$ cat config.mk
export PLATFORM = sky130hd
export DESIGN_NAME = wb_unit
export DESIGN_NICKNAME = d
export VERILOG_FILES = /design/src/rtl/wb_unit_pkg.sv /design/src/rtl/wb_ldq.sv /design/src/rtl/wb_unit.sv
export SDC_FILE = /design/constraint.sdc
export NUM_CORES = 1
export LEC_CHECK = 0
export CAP_MARGIN = 20
export CORE_AREA = 2 2 135 137
export DETAILED_ROUTE_END_ITERATION = 10
export DIE_AREA = 0 0 137 139
export SLEW_MARGIN = 20
export SYNTH_ARGS = -nofsm -noshare
export SYNTH_HDL_FRONTEND = slang
export SYNTH_SLANG_ARGS = --single-unit
$ cat constraint.sdc
create_clock -name clk -period 3.43 [get_ports clk]
set_input_delay 0.686 -clock clk [delete_from_list [all_inputs] [get_ports clk]]
set_output_delay 0.686 -clock clk [all_outputs]
set_load 0.01 [all_outputs]
$ cat src/rtl/wb_unit_pkg.sv
// Shared definitions for the writeback unit.
//   - Load size encodings as carried by ld_size and stored in the load queue.
//   - Register file bus widths and common constants.
package wb_unit_pkg;

  localparam int RegBus     = 32;
  localparam int RegAddrBus = 5;

  localparam logic [RegBus-1:0] ZeroWord = '0;
  localparam logic              True     = 1'b1;
  localparam logic              False    = 1'b0;

  // Encoding 2'b11 is reserved and handled exactly like a word load.
  typedef enum logic [1:0] {
    LdByte = 2'b00,
    LdHalf = 2'b01,
    LdWord = 2'b10
  } ldSize_e;

  // One outstanding load: where it goes and how to format its data.
  typedef struct packed {
    logic [RegAddrBus-1:0] waddr;
    logic [1:0]            size;
    logic                  uns;
    logic [1:0]            off;
  } ldEntry_t;

endpackage

$ cat src/rtl/wb_ldq.sv
// In-order queue of outstanding load destinations.
// Each entry also produces a compare result against three query addresses.
// Two of these are the scoreboard queries, and one is the ALU WAW check.
// Ports:
//   clk, rst           clock, synchronous active-low reset
//   i_push, i_push*    enqueue one load descriptor
//   i_pop              dequeue the head entry
//   o_head*            fields of the head entry
//   o_full, o_empty    occupancy flags
//   i_cmpAddrN         query addresses (N = 0..2)
//   o_hitN             per-entry match vector for query N (valid entries only)
module wb_ldq
  import wb_unit_pkg::*;
#(
  parameter int DEPTH      = 4,
  parameter int DEPTH_LOG2 = 2
) (
  input  logic                  clk,
  input  logic                  rst,
  input  logic                  i_push,
  input  logic [RegAddrBus-1:0] i_pushAddr,
  input  logic [1:0]            i_pushSize,
  input  logic                  i_pushUns,
  input  logic [1:0]            i_pushOff,
  input  logic                  i_pop,
  output logic [RegAddrBus-1:0] o_headAddr,
  output logic [1:0]            o_headSize,
  output logic                  o_headUns,
  output logic [1:0]            o_headOff,
  output logic                  o_full,
  output logic                  o_empty,
  input  logic [RegAddrBus-1:0] i_cmpAddr0,
  input  logic [RegAddrBus-1:0] i_cmpAddr1,
  input  logic [RegAddrBus-1:0] i_cmpAddr2,
  output logic [DEPTH-1:0]      o_hit0,
  output logic [DEPTH-1:0]      o_hit1,
  output logic [DEPTH-1:0]      o_hit2
);

  ldEntry_t                r_mem [DEPTH];
  logic [DEPTH-1:0]        r_valid;
  logic [DEPTH_LOG2-1:0]   r_rdPtr;
  logic [DEPTH_LOG2-1:0]   r_wrPtr;
  logic [DEPTH_LOG2:0]     r_count;

  // Pointers wrap naturally because DEPTH is a power of two.
  // On a simultaneous push and pop while full, both pointers address the same slot.
  // The push is written after the pop clear, so the new entry stays valid.
  always_ff @(posedge clk) begin
    if (!rst) begin
      r_rdPtr <= '0;
      r_wrPtr <= '0;
      r_count <= '0;
      r_valid <= '0;
    end else begin
      if (i_pop) begin
        r_valid[r_rdPtr] <= 1'b0;
        r_rdPtr          <= r_rdPtr + 1'b1;
      end
      if (i_push) begin
        r_mem[r_wrPtr]   <= '{waddr: i_pushAddr, size: i_pushSize,
                              uns: i_pushUns, off: i_pushOff};
        r_valid[r_wrPtr] <= 1'b1;
        r_wrPtr          <= r_wrPtr + 1'b1;
      end
      r_count <= r_count + {{DEPTH_LOG2{1'b0}}, i_push}
                         - {{DEPTH_LOG2{1'b0}}, i_pop};
    end
  end

  assign o_headAddr = r_mem[r_rdPtr].waddr;
  assign o_headSize = r_mem[r_rdPtr].size;
  assign o_headUns  = r_mem[r_rdPtr].uns;
  assign o_headOff  = r_mem[r_rdPtr].off;
  assign o_full     = (r_count == DEPTH[DEPTH_LOG2:0]);
  assign o_empty    = (r_count == '0);

  always_comb begin
    o_hit0 = '0;
    o_hit1 = '0;
    o_hit2 = '0;
    for (int i = 0; i < DEPTH; i++) begin
      o_hit0[i] = r_valid[i] && (r_mem[i].waddr == i_cmpAddr0);
      o_hit1[i] = r_valid[i] && (r_mem[i].waddr == i_cmpAddr1);
      o_hit2[i] = r_valid[i] && (r_mem[i].waddr == i_cmpAddr2);
    end
  end

endmodule

$ cat src/rtl/wb_unit.sv
// Writeback unit and the single writer of the register file write port.
// Load returns take priority over ALU/CSR results.
// The unit formats load data by byte or half lane with sign or zero extension.
// A scoreboard reports destinations of loads that are still in flight.
// Optional build macro: WB_STAT_EN adds the stat_wr and stat_stall counters.
// Ports:
//   clk, rst                           clock, synchronous active-low reset
//   alu_valid/ready/waddr/wdata        ALU/CSR result handshake
//   ld_valid/ready/waddr/size/uns/off  load issue, pushes the destination
//   mem_rvalid, mem_rdata              in-order load data return
//   q_addr1/2, q_pend1/2               pending-load scoreboard queries
//   we, waddr, wdata                   registered register file write port
//   err                                sticky flag: load data returned with none outstanding
//   stat_wr, stat_stall                (WB_STAT_EN only) write and stall counters
module wb_unit
  import wb_unit_pkg::*;
#(
  parameter int DEPTH      = 4,
  parameter int DEPTH_LOG2 = 2
) (
  input  logic                  clk,
  input  logic                  rst,
  input  logic                  alu_valid,
  output logic                  alu_ready,
  input  logic [RegAddrBus-1:0] alu_waddr,
  input  logic [RegBus-1:0]     alu_wdata,
  input  logic                  ld_valid,
  output logic                  ld_ready,
  input  logic [RegAddrBus-1:0] ld_waddr,
  input  logic [1:0]            ld_size,
  input  logic                  ld_uns,
  input  logic [1:0]            ld_off,
  input  logic                  mem_rvalid,
  input  logic [RegBus-1:0]     mem_rdata,
  input  logic [RegAddrBus-1:0] q_addr1,
  input  logic [RegAddrBus-1:0] q_addr2,
  output logic                  q_pend1,
  output logic                  q_pend2,
  output logic                  we,
  output logic [RegAddrBus-1:0] waddr,
  output logic [RegBus-1:0]     wdata,
  output logic                  err
`ifdef WB_STAT_EN
  ,
  output logic [31:0]           stat_wr,
  output logic [31:0]           stat_stall
`endif
);

  logic                  w_push;
  logic                  w_pop;
  logic                  w_aluFire;
  logic                  w_full;
  logic                  w_empty;
  logic [RegAddrBus-1:0] w_headAddr;
  logic [1:0]            w_headSize;
  logic                  w_headUns;
  logic [1:0]            w_headOff;
  logic [DEPTH-1:0]      w_hitQ1;
  logic [DEPTH-1:0]      w_hitQ2;
  logic [DEPTH-1:0]      w_hitAlu;
  logic [7:0]            w_byte;
  logic [15:0]           w_half;
  logic [RegBus-1:0]     w_ldData;
  logic                  w_weNext;

  logic                  r_we;
  logic [RegAddrBus-1:0] r_waddr;
  logic [RegBus-1:0]     r_wdata;
  logic                  r_err;

  wb_ldq #(
    .DEPTH      (DEPTH),
    .DEPTH_LOG2 (DEPTH_LOG2)
  ) u_ldq (
    .clk        (clk),
    .rst        (rst),
    .i_push     (w_push),
    .i_pushAddr (ld_waddr),
    .i_pushSize (ld_size),
    .i_pushUns  (ld_uns),
    .i_pushOff  (ld_off),
    .i_pop      (w_pop),
    .o_headAddr (w_headAddr),
    .o_headSize (w_headSize),
    .o_headUns  (w_headUns),
    .o_headOff  (w_headOff),
    .o_full     (w_full),
    .o_empty    (w_empty),
    .i_cmpAddr0 (q_addr1),
    .i_cmpAddr1 (q_addr2),
    .i_cmpAddr2 (alu_waddr),
    .o_hit0     (w_hitQ1),
    .o_hit1     (w_hitQ2),
    .o_hit2     (w_hitAlu)
  );

  // A full queue still accepts a push when the head is leaving in the same cycle.
  // The ALU must wait on a load return (port priority).
  // It must also wait on any in-flight load to the same register, to keep WAW order.
  assign ld_ready  = !w_full || mem_rvalid;
  assign w_push    = ld_valid && ld_ready;
  assign w_pop     = mem_rvalid && !w_empty;
  assign alu_ready = rst && !mem_rvalid && !((alu_waddr != '0) && (|w_hitAlu));
  assign w_aluFire = alu_valid && alu_ready;

  // Queries see the queue as it was at the start of the cycle.
  // An entry popped this cycle still reports pending until its write lands.
  assign q_pend1 = (q_addr1 != '0) && (|w_hitQ1);
  assign q_pend2 = (q_addr2 != '0) && (|w_hitQ2);

  // Byte and half lanes are selected by the address low bits.
  // Reserved size 2'b11 is treated as a word.
  always_comb begin
    w_byte   = mem_rdata[{w_headOff, 3'b000} +: 8];
    w_half   = mem_rdata[{w_headOff[1], 4'b0000} +: 16];
    w_ldData = mem_rdata;
    case (w_headSize)
      LdByte:  w_ldData = w_headUns ? {24'b0, w_byte} : {{24{w_byte[7]}}, w_byte};
      LdHalf:  w_ldData = w_headUns ? {16'b0, w_half} : {{16{w_half[15]}}, w_half};
      default: w_ldData = mem_rdata;
    endcase
  end

  // An accepted write aimed at x0 still updates address and data, but never asserts we.
  assign w_weNext = w_pop     ? (w_headAddr != '0) :
                    w_aluFire ? (alu_waddr  != '0) : False;

  always_ff @(posedge clk) begin
    if (!rst) begin
      r_we    <= False;
      r_waddr <= '0;
      r_wdata <= ZeroWord;
      r_err   <= False;
    end else begin
      r_we <= w_weNext;
      if (w_pop) begin
        r_waddr <= w_headAddr;
        r_wdata <= w_ldData;
      end else if (w_aluFire) begin
        r_waddr <= alu_waddr;
        r_wdata <= alu_wdata;
      end
      if (mem_rvalid && w_empty) begin
        r_err <= True;
      end
    end
  end

  assign we    = r_we;
  assign waddr = r_waddr;
  assign wdata = r_wdata;
  assign err   = r_err;

`ifdef WB_STAT_EN
  logic [31:0] r_statWr;
  logic [31:0] r_statStall;

  // Both counters wrap freely.
  // stat_wr counts the cycles that load we with 1.
  always_ff @(posedge clk) begin
    if (!rst) begin
      r_statWr    <= '0;
      r_statStall <= '0;
    end else begin
      if (w_weNext) begin
        r_statWr <= r_statWr + 32'd1;
      end
      if (alu_valid && !alu_ready) begin
        r_statStall <= r_statStall + 32'd1;
      end
    end
  end

  assign stat_wr    = r_statWr;
  assign stat_stall = r_statStall;
`endif

endmodule
==> results.yml, run 1 <==
clock_tree:
  cts_setup_buffers: 0
  path_clk_slew_ns: 0.06
  cts_buffer_depth: 2
  cts-buffers-inserted: 9
  clock-sinks: 92
  cts_tree: "done"
  insertion_delay_ns: 0.34
  cts-root-buf: "clkbuf_16"
  cts_max_level: 3
min_path:
  worstHoldPathType: "reg -> reg"
die:
  dieArea_um2: 19040
  num_rows: 49
  die_x_um: 137
  coreArea_um2: 17660
  initial_utilization: 0.2935
  die_h_um: 139
  io_pins: 137
synthesis:
  yosysWarnings: 0
  post-synth-top-area-fraction: 0.2318
  yosysSeqAreaShare: 0.4326
  synth-edff-count: 40
  synth_area_leaders: "edfxtp_1 23%, dfxtp_1 20%, xor2_1 8.1%"
  synth-compound-area-share: 0.1610
  synthFlopType: "dfxtp_1"
  synthAdderAreaFrac: 0.02801
  async_reset_ff_frac: 0
  synthMuxAreaShare: 0.08474
  syn_area_per_cell_um2: 10.24
  ys_seq_elements: 92
  syn_nets: 611
  syn_inst: 506
  netlist_area_um2: 5182
  synth_top_area_cell: "edfxtp_1"
  synth.distinct_cells: 53
  synth_simple_gate_area_frac: 0.1424
  synth_top_family_by_area: "compound AO/OA/AOI/OAI gates"
  synth_xor_area_frac: 0.1082
outcome:
  status: "finished, final reports clean"
timing:
  rsz0062_at_grt: "false"
  fin_tns_setup_ns: 0
  hold_viol: 0
  tightest_slew_ns: 0.6506
  timing.slew.headroom: 0.5617
  layout_min_cycle_time_ns: 3.355
  holdWs_ns: 0.5070
  fin_crit_sh: 0.9781
  drv_slew: 0
  setup_viol_count_final: 0
  max_freq_mhz: 298.1
  skew_ns: 0.009065
final_layout:
  drive_gt1_frac: 0.09841
  seqCellArea_um2: 2242
  synthToLayoutAreaGrowth_pct: 36.70
  fin_nets: 730
  nFillCells: 1700
  diodes: 0
  finalCoreUtilization: 0.4012
  multi_input_area_um2: 2744
route:
  firstDrtPassIters: 5
  ant_nets: 0
  wl_per_cell_um: 17.70
  drt-initial-drc-count: 286
  vias: 4301
  drc: 0
  via_per_inst: 5.007
  drt-total-wl_um: 15210
worst_setup_path:
  critPathMaxFanout: 5
  worstPathArrival_ns: 2.67
  required_ns: 2.74
  criticalPathCategory: "in -> out"
  start_kind: "input pin"
  cp-end-kind: "primary output"
job:
  maxCapViolations: 0
place:
  place_congestion: 0.9098
  portBuffers: 136
  dp_hpwl_um: 11450
global_routing:
  grtUsageMet3: 0.03874
  busiest_layer: "met2"
  grt_pass1_wl_um: 23250
  grt_use_met1: 0.1983
  grt_usage: 0.1585
  grt_max_degree: 58
  grtUsageMet2: 0.2603
  overflow: 0
  grt_pass1_vias: 4332
  antenna_found_initial: 0
pwr:
  p_leak_nw: 2.650
  clkPwrFrac: 0.235
  cellPowerDensity_nw_per_um2: 589.4
  peakVddDrop_uv: 322.4
  power_frac_seq: 0.361
  combPwrFrac: 0.404
  intPower_w: 0.002772
  netSwitchingFraction: 0.3362
  power_switching_w: 0.001404
[layout by cell type, fill, tap and decap left out, types with 6 or more instances in the layout]
| cell | n |
|---|---|
| a211oi_1 | 8 |
| and3_1 | 6 |
| a22oi_2 | 10 |
| nor3_1 | 10 |
| dfxtp_1 | 52 |
| nor2_1 | 32 |
| and2_1 | 9 |
| edfxtp_1 | 40 |
| xor2_1 | 48 |
| a22oi_1 | 18 |
| a21oi_1 | 16 |
| o21ai_0 | 13 |
| clkbuf_16 | 9 |
| ha_1 | 10 |
| clkdlybuf4s50_1 | 127 |
| mux2i_1 | 18 |
| nor4_1 | 10 |
| o21a_1 | 19 |
| nor2b_1 | 9 |
| nand3_1 | 12 |
| xnor2_1 | 16 |
| nand2_1 | 41 |
| a21bo_2 | 7 |
| inv_1 | 10 |
| buf_4 | 12 |
[state kept, by name (all words and copies together), names as in the netlist, named ones only]
register,cells
u_ldq.r_valid,4
waddr,5
err,1
u_ldq.r_rdPtr,2
we,1
wdata,32
u_ldq.r_count,3
u_ldq.r_wrPtr,2
u_ldq.r_mem,40
[cell usage after synthesis (13+ instances only)]
library cell	count
dfxtp_1	52
xor2_1	48
nand2_1	41
edfxtp_1	40
nor2_1	33
clkbuf_1	31
o21a_1	19
a22oi_1	18
mux2i_1	18
a21oi_1	16
xnor2_1	16
o21ai_0	13
[repair_timing]
item	CTS	global route
gates cloned	0	0
gates resized for setup	4	8
setup endpoints to repair	1	3
hold buffers	0	0
[layout make-up]
cell class | instances | share of cell area
clock inverters | 6 | 0.008831
inverters | 11 | 0.005828
flip-flops and latches | 92 | 0.3165
multi-input cells | 362 | 0.3873
clock buffers | 10 | 0.03232
well taps | 229 | 0.04045
repair buffers | 149 | 0.2088
[layer usage]
metal | wire, um | part of all wire
met3 | 778 | 0.051
met5 | 0 | 0
met1 | 6354 | 0.42
met2 | 7590 | 0.50
met4 | 483 | 0.032
[worst paths after layout]
path	from	to	slack (ns)	cells past startpoint
hold / removal	err$_SDFFE_PN0P_	err$_SDFFE_PN0P_	0.51	2
setup / recovery	q_addr1[3]	q_pend1	0.08	7
setup reg to reg	register	wdata[8]$_SDFFE_PN0P_	0.75	6
hold reg to reg	err$_SDFFE_PN0P_	err$_SDFFE_PN0P_	0.51	2
[cell families after synthesis]
| family | Yosys count |
|---|---|
| buf+inv | 52 |
| xor+xnor | 64 |
| mux | 30 |
| fa+ha+maj | 11 |
| flops | 92 |
| compound gates | 110 |
| simple gates | 147 |
[stage by stage]
stage	setup WS, ns	instance area (um^2)	power, W	std cells
2_1_floorplan	0.3732	5182	0.002549	506
3_3_place_gp	0.03340	6770	0.003188	843
3_5_place_dp	-0.1126	6770	0.003226	843
4_1_cts	0.04800	7057	0.004218	859
5_1_grt	0.00008282	7084	0.004446	859
6_report	0.07501	7084	0.004176	859
[critical path, cell delays in order]
cell	delay [ns]
clkdlybuf4s50_1	0.54
xor2_1	0.20
nor4_1	0.33
nand3_1	0.13
nand4_1	0.12
o21a_1	0.13
clkdlybuf4s50_1	0.53
[power groups by stage]
stage / Combinational, W / Clock [W] / Sequential (W)
4_1_cts: 0.00170 / 0.00100 / 0.00151
3_5_place_dp: 0.00169 / 0 / 0.00154
2_1_floorplan: 0.000990 / 0 / 0.00156
3_3_place_gp: 0.00166 / 0 / 0.00152
6_report: 0.00169 / 0.000980 / 0.00151
5_1_grt: 0.00185 / 0.00106 / 0.00154
No activity file was read; power rests on OpenSTA's default activity.
==> run 2, diff against run 1 <==
Settings changed: CTS_CLUSTER_DIAMETER set to 200.
==> results of run 2 <==
Same layout as run 1: the final DEF is identical, and so are final timing and power.
